===== src/rtl/seed_window_feeder.sv =====
// Sliding K-base window feeder for the pipelined seed comparator.
// Optional HIT_COUNT_EN adds a saturating hit_count output.
module seed_window_feeder #(
  parameter int K          = 11,
  parameter int POS_W      = 32,
  parameter int SCORE_W    = 6,
  parameter int HIT_THRESH = 40
) (
  input  logic               clk,
  input  logic               rst,
  input  logic               start,
  input  logic [2*K-1:0]     query_in,
  input  logic [POS_W-1:0]   seq_len,
  input  logic               base_valid,
  input  logic [1:0]         base_data,
  output logic               base_ready,
  output logic [2*K-1:0]     cmp_query,
  output logic [2*K-1:0]     cmp_db,
  input  logic [SCORE_W-1:0] cmp_score,
  output logic               hit_valid,
  output logic [POS_W-1:0]   hit_pos,
  output logic [SCORE_W-1:0] hit_score,
`ifdef HIT_COUNT_EN
  output logic [POS_W-1:0]   hit_count,
`endif
  output logic               busy,
  output logic               done
);

  localparam logic [1:0] S_IDLE  = 2'd0;
  localparam logic [1:0] S_RUN   = 2'd1;
  localparam logic [1:0] S_FLUSH = 2'd2;
  localparam logic [1:0] S_DONE  = 2'd3;

  localparam logic [POS_W-1:0] K_P = POS_W'(K);
  localparam logic [SCORE_W-1:0] TH_P = SCORE_W'(HIT_THRESH);

  logic [1:0]         state_q, state_d;
  logic [2*K-1:0]     query_q, query_d;
  logic [2*K-1:0]     db_q, db_d;
  logic [POS_W-1:0]   len_q, len_d;
  logic [POS_W-1:0]   cnt_q, cnt_d;
  logic               win_v_q, win_v_d;
  logic [POS_W-1:0]   win_pos_q, win_pos_d;
  logic               sc_v_q, sc_v_d;
  logic [POS_W-1:0]   sc_pos_q, sc_pos_d;
  logic               hit_v_q, hit_v_d;
  logic [POS_W-1:0]   hit_pos_q, hit_pos_d;
  logic [SCORE_W-1:0] hit_sc_q, hit_sc_d;
  logic               fl_q, fl_d;
  logic [POS_W-1:0]   cnt_inc;
  logic               xfer;

  assign base_ready = (state_q == S_RUN);
  assign xfer       = base_ready & base_valid;
  assign cnt_inc    = cnt_q + POS_W'(1);

  always_comb begin
    state_d   = state_q;
    query_d   = query_q;
    db_d      = db_q;
    len_d     = len_q;
    cnt_d     = cnt_q;
    win_v_d   = 1'b0;
    win_pos_d = win_pos_q;
    fl_d      = fl_q;
    unique case (state_q)
      S_IDLE: begin
        if (start) begin
          query_d = query_in;
          len_d   = seq_len;
          cnt_d   = '0;
          db_d    = '0;
          fl_d    = 1'b0;
          state_d = (seq_len == '0) ? S_FLUSH : S_RUN;
        end
      end
      S_RUN: begin
        if (xfer) begin
          db_d      = {db_q[2*K-3:0], base_data};
          cnt_d     = cnt_inc;
          win_v_d   = (cnt_inc >= K_P);
          win_pos_d = cnt_inc - K_P;
          if (cnt_inc == len_q) begin
            state_d = S_FLUSH;
            fl_d    = 1'b0;
          end
        end
      end
      S_FLUSH: begin
        // two cycles lets the final window's score reach hit_valid
        fl_d = 1'b1;
        if (fl_q) state_d = S_DONE;
      end
      S_DONE: state_d = S_IDLE;
      default: state_d = S_IDLE;
    endcase
  end

  always_comb begin
    sc_v_d    = win_v_q;
    sc_pos_d  = win_pos_q;
    hit_v_d   = sc_v_q & (cmp_score >= TH_P);
    hit_pos_d = hit_pos_q;
    hit_sc_d  = hit_sc_q;
    if (hit_v_d) begin
      hit_pos_d = sc_pos_q;
      hit_sc_d  = cmp_score;
    end
  end

  always_ff @(posedge clk) begin
    if (rst) begin
      state_q   <= S_IDLE;
      query_q   <= '0;
      db_q      <= '0;
      len_q     <= '0;
      cnt_q     <= '0;
      win_v_q   <= 1'b0;
      win_pos_q <= '0;
      sc_v_q    <= 1'b0;
      sc_pos_q  <= '0;
      hit_v_q   <= 1'b0;
      hit_pos_q <= '0;
      hit_sc_q  <= '0;
      fl_q      <= 1'b0;
    end else begin
      state_q   <= state_d;
      query_q   <= query_d;
      db_q      <= db_d;
      len_q     <= len_d;
      cnt_q     <= cnt_d;
      win_v_q   <= win_v_d;
      win_pos_q <= win_pos_d;
      sc_v_q    <= sc_v_d;
      sc_pos_q  <= sc_pos_d;
      hit_v_q   <= hit_v_d;
      hit_pos_q <= hit_pos_d;
      hit_sc_q  <= hit_sc_d;
      fl_q      <= fl_d;
    end
  end

`ifdef HIT_COUNT_EN
  logic [POS_W-1:0] hc_q, hc_d;

  always_comb begin
    hc_d = hc_q;
    if (state_q == S_IDLE && start) hc_d = '0;
    else if (hit_v_q && hc_q != '1) hc_d = hc_q + POS_W'(1);
  end

  always_ff @(posedge clk) begin
    if (rst) hc_q <= '0;
    else     hc_q <= hc_d;
  end

  assign hit_count = hc_q;
`endif

  assign cmp_query = query_q;
  assign cmp_db    = db_q;
  assign hit_valid = hit_v_q;
  assign hit_pos   = hit_pos_q;
  assign hit_score = hit_sc_q;
  assign busy      = (state_q == S_RUN) | (state_q == S_FLUSH);
  assign done      = (state_q == S_DONE);

endmodule


===== config.mk =====
export PLATFORM = sky130hd
export DESIGN_NAME = seed_window_feeder
export DESIGN_NICKNAME = d
export VERILOG_FILES = /design/src/rtl/seed_window_feeder.sv
export SDC_FILE = /design/constraint.sdc
export NUM_CORES = 1
export LEC_CHECK = 0
export ABC_AREA = 0
export ABC_CLOCK_PERIOD_IN_PS = 11700
export CORE_ASPECT_RATIO = 1.4
export CORE_MARGIN = 10
export CORE_UTILIZATION = 40
export CTS_CLUSTER_SIZE = 10
export DETAILED_ROUTE_END_ITERATION = 7
export SLEW_MARGIN = 25
export SYNTH_ARGS = -nofsm -noshare
export SYNTH_HDL_FRONTEND = slang
export SYNTH_SLANG_ARGS = --single-unit

===== constraint.sdc =====
create_clock -name clk -period 11.7 [get_ports clk]
set_clock_uncertainty 0.2 [all_clocks]
set_input_delay 2.34 -clock clk [delete_from_list [all_inputs] [get_ports clk]]
set_output_delay 2.34 -clock clk [all_outputs]
set_load 0.01 [all_outputs]

==> results.txt <==
yosys warns -> 0
VDD IR max -> 0.0000941 V
Routed met2 length -> 14500 um
crit path launch type -> input pin
mux share of post-synthesis cell area -> 0.801%
commonest non-fill, non-tap cell in the layout -> nand2_1
fraction of registers with async set/reset -> 0%
Num CTS Buffers -> 25
Sink Count -> 216
global route overflow -> 0
CTS tree -> built
FILL cells -> 2641
# port buffers -> 151
post-synthesis instance total -> 1347
final setup vio count -> 0
Nets -> 1500
n_diodes -> 0
GP Congestion -> 0.997
Clock Tree Root -> clkbuf_16
Top FF cell, synth -> dfxtp_1
routed via count -> 9623
combinational power share -> 20.2%
final worst path period need -> 5.60 ns
DR WL met3 -> 1770 um
DR iter-0 viols -> 627
post-synthesis cell area -> 10500 sq um
fmax -> 179 MHz
NetSw -> 0.551 mW
syn_nets -> 1420
RSZ-0062 raised after global routing -> no
Tcrit/Tclk final -> 47.8%
IO Pins -> 152
Post-Synth XOR/XNOR Area -> 5.42%
largest net degree at the start of global routing -> 105
hpwl dp -> 21400 um
Max FO, Critical Path -> 4
Hold Buf Count CTS -> 0
Post-Route WL -> 30300 um
Synth top area share -> 41.3%
PD cells -> 149 nW/um^2
1st-pass router iterations -> 5
highest metal used -> met4
Max Cap Viol -> 0
synth unique cells -> 76
initial antenna violation count -> 0
Synth-to-Final Area Change -> 21.3%
Post-CTS Setup Bufs -> 0
Clk pin slew, worst setup/hold paths -> 0.05 ns
simple-gate share of the synthesized area -> 28.1%
CP endpoint kind -> flip-flop
DRC Markers -> 0
hold depth -> 2
Seq pwr share -> 45.0%
critical setup path kind -> input pin to flip-flop
largest area contributor in the netlist -> dfxtp_1
Clk pwr share -> 34.8%
Post-synth EDFFs -> 0
Hold Crit Start -> sc_pos_q[6]$_SDFF_PP0_
fraction of the mapped netlist area in adder cells -> 0.836%
Pleak -> 4.41 nW
vias per cell -> 5.49
post-CTS sizing -> 0
Initial Util -> 40.3%
setup tns final -> 0 ns
Min-Delay Path Class -> flip-flop to flip-flop
GRT Util Overall -> 17.6%
final hold vios -> 0
Avg Synthesized Cell Area -> 7.77 sq um
run status -> finished clean
Row Count -> 70
Slew @ Worst Pin -> 0.821 ns
flops & latches, synth -> 216
Die Footprint -> 33100 sq um
Worst-Skew Late Latency -> 0.52 ns
number of global-route vias before repair -> 8948
core area -> 26000 sq um
Pins Over Slew Limit -> 0
Critical Path RT -> 11.90 ns
die height -> 211 um
R2R cell count -> 9
largest family of logic cells by synthesized area -> simple AND/OR/NAND/NOR gates
commonest non-fill, non-tap cells in the layout -> nand2_1, dfxtp_1, a21oi_1, clkdlybuf4s50_1, nor2_1
Max clock buf depth -> 3
Hold EP -> hit_pos[6]$_SDFFE_PP0P_
critical path arrival -> 5.80 ns
Synth Area in Compound Gates -> 18.7%
register-to-register setup slack -> 6.66 ns
r2r endpoint -> state_q[1]$_SDFFE_PP0P_
fraction of layout cells with a size suffix above 1 -> 4.34%
sequential area share after synthesis -> 41.3%
Die W -> 157 um
first-pass GRT wire length -> 48400 um
Sw Share -> 29.2%
internal power -> 1.34 mW
H-tree levels -> 1
Finished Cell Area -> 12700 sq um
placed instance area -> 12000 sq um
Max transition margin -> 44.8%
WL/cell -> 17.3 um
post-route ant nets -> 0
top area cells in the synthesized netlist -> dfxtp_1, nand2_1, a21oi_1, nor2_1, xnor2_1
met1 WL -> 13100 um
Reg-to-Reg Start -> cnt_q[0]$_SDFFE_PP0P_
synthesized netlist by cell type, types with 12 or more instances:
| cell type | instances |
|---|---|
| nand2_1 | 253 |
| dfxtp_1 | 216 |
| a21oi_1 | 158 |
| nor2_1 | 102 |
| clkbuf_1 | 84 |
| o21ai_0 | 46 |
| nor3_1 | 44 |
| xnor2_1 | 41 |
| nor2b_1 | 38 |
| nand3_1 | 35 |
| nor4_1 | 24 |
| a22oi_1 | 23 |
| xor2_1 | 22 |
| nand4_1 | 21 |
| inv_1 | 18 |
| or4_1 | 14 |
| or3_1 | 13 |
| a21o_1 | 12 |
| buf_2 | 12 |
worst max-delay path, cell delays in order:
cell and delay, ns:
clkdlybuf4s50_1 0.56, nand2b_1 0.31, nand3_1 0.12, a2111o_1 0.35, nor4_1 0.26, or4b_1 0.53, or4_4 0.55, o41ai_2 0.43
mux2_1 0.35
state kept, by name, summed over array words and instances (netlist names), 2 cells and up:
name / flops
cmp_db: 22
cmp_query: 22
cnt_q: 32
hit_pos: 32
hit_score: 6
len_q: 32
sc_pos_d: 32
sc_pos_q: 32
state_q: 2
layout make-up:
| type | count | area [sq um] | share of cell area [%] |
|---|---|---|---|
| Sequential cell | 216 | 4320 | 34.1 |
| Timing Repair Buffer | 160 | 1580 | 12.5 |
| Multi-Input combinational cell | 1006 | 5670 | 44.7 |
| Inverter | 18 | 67.6 | 0.532 |
| Clock buffer | 26 | 629 | 4.96 |
| Clock inverter | 2 | 13.8 | 0.108 |
| Tap cell | 324 | 405 | 3.19 |
power by group through the flow:
stage	Combinational, mW	Clock (mW)	Sequential, mW
after floorplan	0.245	0	0.857
after global placement	0.378	0	0.862
after detailed placement	0.383	0	0.864
after CTS	0.384	0.683	0.849
after global routing	0.422	0.707	0.858
final	0.381	0.658	0.849
worst max-delay path by stage:
stage | start | endpoint | slack (ns) | cells past startpoint
2_1_floorplan | start | state_q[0]$_SDFFE_PP0P_ | 6.59 | 8
3_3_place_gp | start | state_q[0]$_SDFFE_PP0P_ | 5.66 | 9
3_5_place_dp | start | state_q[1]$_SDFFE_PP0P_ | 5.59 | 9
4_1_cts | start | state_q[1]$_SDFFE_PP0P_ | 6.16 | 9
5_1_grt | start | state_q[1]$_SDFFE_PP0P_ | 5.93 | 9
6_report | start | state_q[1]$_SDFFE_PP0P_ | 6.10 | 9
routing by layer:
metal | track usage, % | vias to the layer above
met3 | 2.64 | 49
met5 | 0 | -
met2 | 29.1 | 260
met4 | 6.39 | 0
li1 | - | 4868
met1 | 22.6 | 4446
logic make-up after synthesis:
group,after synthesis
XOR/XNOR,64
AND/OR/NAND/NOR,605
multiplexers,8
flip-flops,216
AO/OA/AOI/OAI,322
buffers and inverters,125
adder cells (fa/ha/maj),7
through the flow:
stage / util, % / instances / power [mW] / hold slack [ns] / setup slack (ns)
2_1_floorplan: - / 1347 / 1.10 / 0.214 / 6.59
3_3_place_gp: 46.3 / 1724 / 1.24 / 0.223 / 5.66
3_5_place_dp: 46.3 / 1724 / 1.25 / 0.227 / 5.59
4_1_cts: 48.8 / 1752 / 1.92 / 0.234 / 6.16
5_1_grt: 48.8 / 1752 / 1.99 / 0.243 / 5.93
6_report: 48.8 / 1752 / 1.89 / 0.232 / 6.10
Power figures use the tool's default switching activity.
